--- src/rtl/cmp_pkg.sv ---
// rtl/cmp_pkg.sv - shared result type and one-hot flag constants for the comparator
package cmp_pkg;

  // Packed {L,E,G}; all-zero is reserved for "no result captured yet".
  typedef logic [2:0] cmp_res_t;

  localparam cmp_res_t CMP_LT   = 3'b100;
  localparam cmp_res_t CMP_EQ   = 3'b010;
  localparam cmp_res_t CMP_GT   = 3'b001;
  localparam cmp_res_t CMP_NONE = 3'b000;

endpackage

--- src/rtl/cmp_core.sv ---
// rtl/cmp_core.sv - combinational magnitude compare producing one-hot {L,E,G}
module cmp_core
  import cmp_pkg::*;
#(
  parameter int WIDTH  = 1,
  parameter int SIGNED = 0
) (
  input  logic [WIDTH-1:0] a,
  input  logic [WIDTH-1:0] b,
  output cmp_res_t         res
);

  logic lt;
  logic eq;

  // Signedness only changes the ordering; equality is identical either way.
  generate
    if (SIGNED != 0) begin : g_signed
      assign lt = $signed(a) < $signed(b);
    end else begin : g_unsigned
      assign lt = a < b;
    end
  endgenerate

  assign eq = (a == b);

  // Anything neither equal nor less must be greater, so the result is always one-hot.
  always_comb begin
    res = CMP_GT;
    if (eq) begin
      res = CMP_EQ;
    end else if (lt) begin
      res = CMP_LT;
    end
  end

endmodule

--- src/rtl/bit_comparator.sv ---
// rtl/bit_comparator.sv - registered comparator with one-hot L/E/G flags and valid
module bit_comparator
  import cmp_pkg::*;
#(
  parameter int WIDTH  = 1,
  parameter int SIGNED = 0
) (
  input  logic             clk,
  input  logic             rst_n,
  input  logic             en,
  input  logic [WIDTH-1:0] A,
  input  logic [WIDTH-1:0] B,
  output logic             L,
  output logic             E,
  output logic             G,
  output logic             valid
);

  cmp_res_t cmp_res;
  cmp_res_t flags_q;
  logic     valid_q;

  cmp_core #(
    .WIDTH  (WIDTH),
    .SIGNED (SIGNED)
  ) u_core (
    .a   (A),
    .b   (B),
    .res (cmp_res)
  );

  // Capture the compare result on enabled edges; hold otherwise; clear at once on reset.
  always_ff @(posedge clk or negedge rst_n) begin
    if (!rst_n) begin
      flags_q <= CMP_NONE;
      valid_q <= 1'b0;
    end else if (en) begin
      flags_q <= cmp_res;
      valid_q <= 1'b1;
    end
  end

  assign {L, E, G} = flags_q;
  assign valid     = valid_q;

endmodule

--- config.mk ---
export PLATFORM = sky130hd
export DESIGN_NAME = bit_comparator
export DESIGN_NICKNAME = d
export VERILOG_FILES = /design/src/rtl/cmp_pkg.sv /design/src/rtl/cmp_core.sv /design/src/rtl/bit_comparator.sv
export SDC_FILE = /design/constraint.sdc
export NUM_CORES = 1
export LEC_CHECK = 0
export BUFFER_PORTS_ARGS = -buffer_cell sky130_fd_sc_hd__buf_2
export CORE_AREA = 2 2 39 41
export CTS_CLUSTER_SIZE = 8
export DETAILED_ROUTE_END_ITERATION = 6
export DIE_AREA = 0 0 41 43
export GPL_ROUTABILITY_DRIVEN = 0
export GPL_TIMING_DRIVEN = 0
export SKIP_LAST_GASP = 1
export SYNTH_ARGS = -nofsm -noshare
export SYNTH_HDL_FRONTEND = slang
export SYNTH_SLANG_ARGS = --single-unit
--- constraint.sdc ---
create_clock -name clk -period 0.9 [get_ports clk]
set_input_delay 0.09 -clock clk [delete_from_list [all_inputs] [get_ports clk]]
set_output_delay 0.09 -clock clk [all_outputs]
set_load 0.02 [all_outputs]
==> impl_metrics.py, run 1 <==
metrics = {
    "sta": {
        "fin_skew_ps": 0,
        "final_hold_viol_count": 0,
        "max_freq_mhz": 1180,
        "fin_crit_sh_pct": 93.9,
        "whs_ps": 125,
        "final-setup-viol-count": 0,
        "tightestPinTransition_ps": 110,
        "tns_ps": 0,
        "min_period_ps": 845,
        "drv_slew": 0,
        "slew_headroom_pct": 92.7,
        "rsz0062_at_grt": "false",
    },
    "critical_path": {
        "critPathKind": "flop to output port",
        "path_depth": 1,
        "cp.required_ps": 810,
        "worstPathArrival_ps": 760,
        "max_stage_delay_ps": 370,
        "end_kind": "output port",
        "critPathTopFamily": "flip-flops",
        "startpoint_type": "flop",
        "reg2reg_to": "valid$_DFFE_PN0P_",
        "crit_chain": "buf_2",
        "r2r_start": "valid$_DFFE_PN0P_",
        "cp_num_buf_inv": 1,
        "reg2regPathDepth": 1,
        "crit_slowest_cell": "dfrtp_1",
        "rrSetupSlack_ps": 140,
        "crit_fanout": 2,
    },
    "cells_and_area": {
        "diodes": 0,
        "post-route-cell-area_um2": 265,
        "final_common_cell": "buf_2",
        "layoutNonFillerInstCount": 40,
        "final_cell_mix": "8 x buf_2, 4 x dfrtp_1, 3 x mux2_2, 3 x clkbuf_4",
        "drive_gt1_share_pct": 62.5,
        "nNetsFinal": 33,
        "syn_to_final_growth_pct": 53.6,
    },
    "synthesis": {
        "synthDominantCellAreaShare_pct": 58.0,
        "syn-num-nets": 19,
        "synthTopCellsByArea": "dfrtp_1 58%, mux2_2 20%, ha_1 14%, inv_1 4.3%, or2_2 3.6%",
        "ys_seq_area_share_pct": 58.0,
        "synth-seq-cells": 4,
        "yosysTopAreaCell": "dfrtp_1",
        "syn-instance-count": 12,
        "ys_types": 5,
        "yosys_warnings": 0,
        "syn_avg_cell_area_um2": 14.4,
        "syn-cell-area_um2": 173,
    },
    "global_route": {
        "track_usage_pct": 5.63,
        "grt_overflow": 0,
        "grt_max_degree": 5,
        "antenna_found_initial": 0,
        "grt_pass1_wl_um": 517,
        "grt_pass1_vias": 137,
    },
    "detailed_routing": {
        "drt-initial-drc-count": 0,
        "dr.pass1.iters": 1,
        "wl_per_cell_um": 8.20,
        "ant_nets": 0,
        "drt-total-wl_um": 328,
        "vias": 128,
        "via_per_inst": 3.20,
        "drcViolationCount": 0,
    },
    "floorplanning": {
        "die_w_um": 41,
        "rows": 14,
        "coreArea_um2": 1380,
        "dieArea_um2": 1760,
        "io_pins": 9,
        "die_y_um": 43,
        "initial_core_util_pct": 12.5,
    },
    "placed_design": {
        "io_buffers": 8,
        "placed_cell_area_um2": 233,
        "dpl.cell_count": 36,
    },
    "pwr": {
        "irDropWorstVdd_mv": 0.344,
        "internal_power_mw": 0.378,
        "power.leakage_nw": 0.137,
        "switching_share_pct": 22.8,
        "clkPwrFrac_pct": 43.9,
        "power_density_nw_per_um2": 1850,
        "p_seq_share_pct": 41.2,
        "p_sw_mw": 0.112,
        "pwr-share-comb_pct": 14.9,
    },
    "hold_path": {
        "min_from": "en",
        "hold_path.class": "primary input to flop",
        "hold_end": "valid$_DFFE_PN0P_",
        "hold_path_depth": 2,
    },
    "clock_network": {
        "htreeDepth": 1,
        "clk_latency_ps": 230,
        "cts_root_buf": "clkbuf_4",
        "clk_pin_slew_ps": 40,
        "post_cts_buffers": 0,
        "cts_sinks": 4,
        "numCtsBuffers": 3,
        "cts_tree": "built",
        "cts.repair.resized": 0,
        "cts_max_path_buffers": 2,
    },
    "outcome": {
        "outcome": "complete, no violations",
    },
    "run": {
        "max_cap_violations": 0,
    },
}
state kept, by name, indices dropped and copies added (netlist names):
register	cells
flags_q	3
valid	1
cell type report:
class	instances	area (um^2)
fillers	155	1120
flip-flops and latches	4	100
multi-input cells	6	65.1
repair buffers	9	50.0
clock buffers	3	22.5
well taps	16	20.0
inverters	2	7.51
timing repair:
action,CTS,global route
hold buffers,1,0
endpoints found under the hold margin,4,0
setup endpoints to repair,0,0
routing by layer:
layer | global-route usage [%] | vias up | wire length, um
met4 | 8.00 | 0 | 7
li1 | - | 64 | -
met3 | 6.28 | 2 | 71
met5 | 0 | - | 0
met1 | 4.21 | 53 | 122
met2 | 5.94 | 9 | 127
per-stage QoR:
step	utilization, %	power [mW]	setup WS [ps]
finish	19.2	0.490	54.6
global route	19.2	0.524	22.9
CTS	19.2	0.508	41.7
detailed placement	16.8	0.276	31.4
global placement	16.8	0.275	26.1
floorplan	-	0.243	62.4
power groups by stage:
stage	registers [mW]	logic, mW	clock network, mW
after floorplan	0.223	0.0195	0
after global routing	0.204	0.0825	0.238
after detailed placement	0.204	0.0716	0
after global placement	0.204	0.0704	0
final	0.202	0.0730	0.215
after CTS	0.202	0.0749	0.231
cells in the mapped netlist:
library cell / number
ha_1: 2
inv_1: 2
mux2_2: 3
or2_2: 1
dfrtp_1: 4
worst max-delay path by stage:
| stage | from | endpoint | slack, ps |
|---|---|---|---|
| 2_1_floorplan | valid$_DFFE_PN0P_ | valid$_DFFE_PN0P_ | 60 |
| 5_1_grt | flags_q[1]$_DFFE_PN0P_ | E | 20 |
| 3_3_place_gp | A | flags_q[1]$_DFFE_PN0P_ | 30 |
| 6_report | flags_q[2]$_DFFE_PN0P_ | L | 50 |
| 4_1_cts | flags_q[1]$_DFFE_PN0P_ | E | 40 |
| 3_5_place_dp | A | flags_q[1]$_DFFE_PN0P_ | 30 |
cell families (layout without fill, tap and decap cells):
group                    Yosys count  in the layout  share of synthesized area, %
adder cells (fa/ha/maj)            2              2                          14.5
AND/OR/NAND/NOR                    1              1                          3.63
flip-flops                         4              4                          58.0
buffers and inverters              2             14                          4.35
multiplexers                       3              3                          19.6
Power figures use the tool's default switching activity.
==> run 2, diff against run 1 <==
--- a/config.mk
+++ b/config.mk
@@ -12,6 +12,7 @@
 export DIE_AREA = 0 0 41 43
 export GPL_ROUTABILITY_DRIVEN = 0
 export GPL_TIMING_DRIVEN = 0
+export SETUP_SLACK_MARGIN = 0.1
 export SKIP_LAST_GASP = 1
 export SYNTH_ARGS = -nofsm -noshare
 export SYNTH_HDL_FRONTEND = slang
==> run 2 against run 1 <==
Net effect:
- combinational power is 24% higher
- sequential cell count unchanged
- largest power group unchanged
- highest routed layer is now met3
- final cell count up 2.5%
- total power increased by 10%
- critical endpoint is now E
- first-iteration DRC count did not move
- utilization rose by 2.5 points
- non-clock buffer count unchanged
- maximum frequency fell by 1.1%
- clock power grew 13%
==> impl_metrics.py, run 2 (synthesis gave the netlist of run 1 again) <==
metrics = {
    "outcome": {
        "outcome": "complete, no violations",
    },
    "cells_and_area": {
        "largest_register_ff_count": 3,
        "final_cell_mix": "4 x buf_2, 4 x buf_6, 3 x mux2_2, 3 x clkbuf_4, 3 x dfrtp_2",
        "post-route-cell-area_um2": 300,
        "diodes": 0,
        "regMostFlops": "flags_q",
        "nNetsFinal": 33,
        "drive_gt1_share_pct": 72.0,
        "syn_to_final_growth_pct": 73.9,
    },
    "sta": {
        "fin_crit_sh_pct": 95.0,
        "tns_ps": 0,
        "tightestPinTransition_ps": 99.0,
        "final_hold_viol_count": 0,
        "drv_slew": 0,
        "final.setup.worst_slack_ps": 45.1,
        "final-setup-viol-count": 0,
        "fin_skew_ps": 0,
        "min_period_ps": 855,
        "slew_headroom_pct": 93.4,
        "rsz0062_at_grt": "true",
        "max_freq_mhz": 1170,
    },
    "placed_design": {
        "dp_worst_setup_slack_ps": 24.3,
        "io_buffers": 8,
        "placed_cell_area_um2": 239,
        "place_hpwl_um": 282,
    },
    "critical_path": {
        "end_kind": "output port",
        "cp.required_ps": 810,
        "critPathKind": "flop to output port",
        "path_depth": 1,
        "crit_fanout": 2,
        "cp_num_buf_inv": 1,
        "r2r_start": "flags_q[0]$_DFFE_PN0P_",
        "worstPathArrival_ps": 760,
        "max_stage_delay_ps": 400,
        "rrSetupSlack_ps": 130,
        "crit_slowest_cell": "dfrtp_2",
        "startpoint": "flags_q[1]$_DFFE_PN0P_",
        "cp-endpoint": "E",
        "startpoint_type": "flop",
        "reg2reg_to": "flags_q[0]$_DFFE_PN0P_",
        "crit_chain": "buf_6",
        "reg2regPathDepth": 1,
        "critPathTopFamily": "flip-flops",
    },
    "pwr": {
        "p_sw_mw": 0.124,
        "internal_power_mw": 0.416,
        "power_density_nw_per_um2": 1800,
        "irDropWorstVdd_mv": 0.207,
        "switching_share_pct": 23.0,
        "clkPwrFrac_pct": 44.7,
        "power.leakage_nw": 0.144,
        "p_seq_share_pct": 38.5,
        "pwr-share-comb_pct": 16.8,
    },
    "floorplanning": {
        "rows": 14,
        "io_pins": 9,
        "dieArea_um2": 1760,
        "coreArea_um2": 1380,
        "die_w_um": 41,
        "die_y_um": 43,
        "initial_core_util_pct": 12.5,
    },
    "detailed_routing": {
        "dr.pass1.iters": 1,
        "drcViolationCount": 0,
        "drt-total-wl_um": 334,
        "via_per_inst": 3.39,
        "drt-initial-drc-count": 0,
        "ant_nets": 0,
        "vias": 139,
        "wl_per_cell_um": 8.15,
    },
    "global_route": {
        "grt_max_degree": 5,
        "antenna_found_initial": 0,
        "grt_pass1_vias": 147,
        "track_usage_pct": 5.61,
        "grt_overflow": 0,
        "grt_pass1_wl_um": 538,
    },
    "clock_network": {
        "clk_pin_slew_ps": 40,
        "cts_sinks": 4,
        "post_cts_buffers": 0,
        "htreeDepth": 1,
        "clk_latency_ps": 230,
        "cts_tree": "built",
        "cts_max_path_buffers": 2,
        "numCtsBuffers": 3,
        "cts_root_buf": "clkbuf_4",
    },
    "hold_path": {
        "hold_path.class": "primary input to flop",
    },
    "run": {
        "max_cap_violations": 0,
    },
}
-- run 2: cell types whose count changed in the layout (fill, tap and decap cells not counted) --
cell / change
buf_2: -4
buf_6: +4
clkbuf_1: +1
dfrtp_1: -3
dfrtp_2: +3
or2_2: -1
or2_4: +1
-- run 2: cell type report --
type                            instances  area, um^2
Sequential cell                         4         104
Timing Repair Buffer                    9        75.1
Clock buffer                            4        26.3
Fill cell                             166        1080
Tap cell                               16        20.0
Multi-Input combinational cell          6        67.6
Inverter                                2        7.51
-- run 2: metrics by stage --
stage	hold slack, ps	utilization (%)	instances	total power, mW
after floorplan	-206	-	12	0.246
after global placement	-102	17.3	36	0.277
after detailed placement	-98.0	17.3	36	0.279
after CTS	128	21.7	41	0.559
after global routing	129	21.7	41	0.592
final	133	21.7	41	0.540
-- run 2: how the worst min path moves through the flow --
stage / from / end / slack, ps / cells after the start
detailed placement: rst_n / valid$_DFFE_PN0P_ / -100 / 1
floorplan: rst_n / flags_q[0]$_DFFE_PN0P_ / -210 / 0
finish: en / valid$_DFFE_PN0P_ / 130 / 2
CTS: en / valid$_DFFE_PN0P_ / 130 / 2
global route: en / valid$_DFFE_PN0P_ / 130 / 2
global placement: rst_n / valid$_DFFE_PN0P_ / -100 / 1
-- run 2: timing repair --
item | 4_1_cts | 5_1_grt
gates resized for setup | 8 | 0
hold buffers | 1 | 0
endpoints found under the hold margin | 4 | 0
endpoints found under the setup margin | 4 | 4
-- run 2: layer usage --
layer | global-route usage, % | vias to the layer above | part of all wire [%]
li1 | - | 65 | -
met1 | 4.79 | 65 | 39
met2 | 6.25 | 9 | 43
met3 | 4.71 | 0 | 18
met4 | 8.00 | 0 | 0
met5 | 0 | - | 0
-- run 2: power by group through the flow --
stage	Sequential, mW	Clock [mW]	Combinational (mW)
after floorplan	0.226	0	0.0196
after global placement	0.207	0	0.0705
after detailed placement	0.208	0	0.0719
after CTS	0.209	0.258	0.0922
after global routing	0.210	0.281	0.101
final	0.208	0.242	0.0906
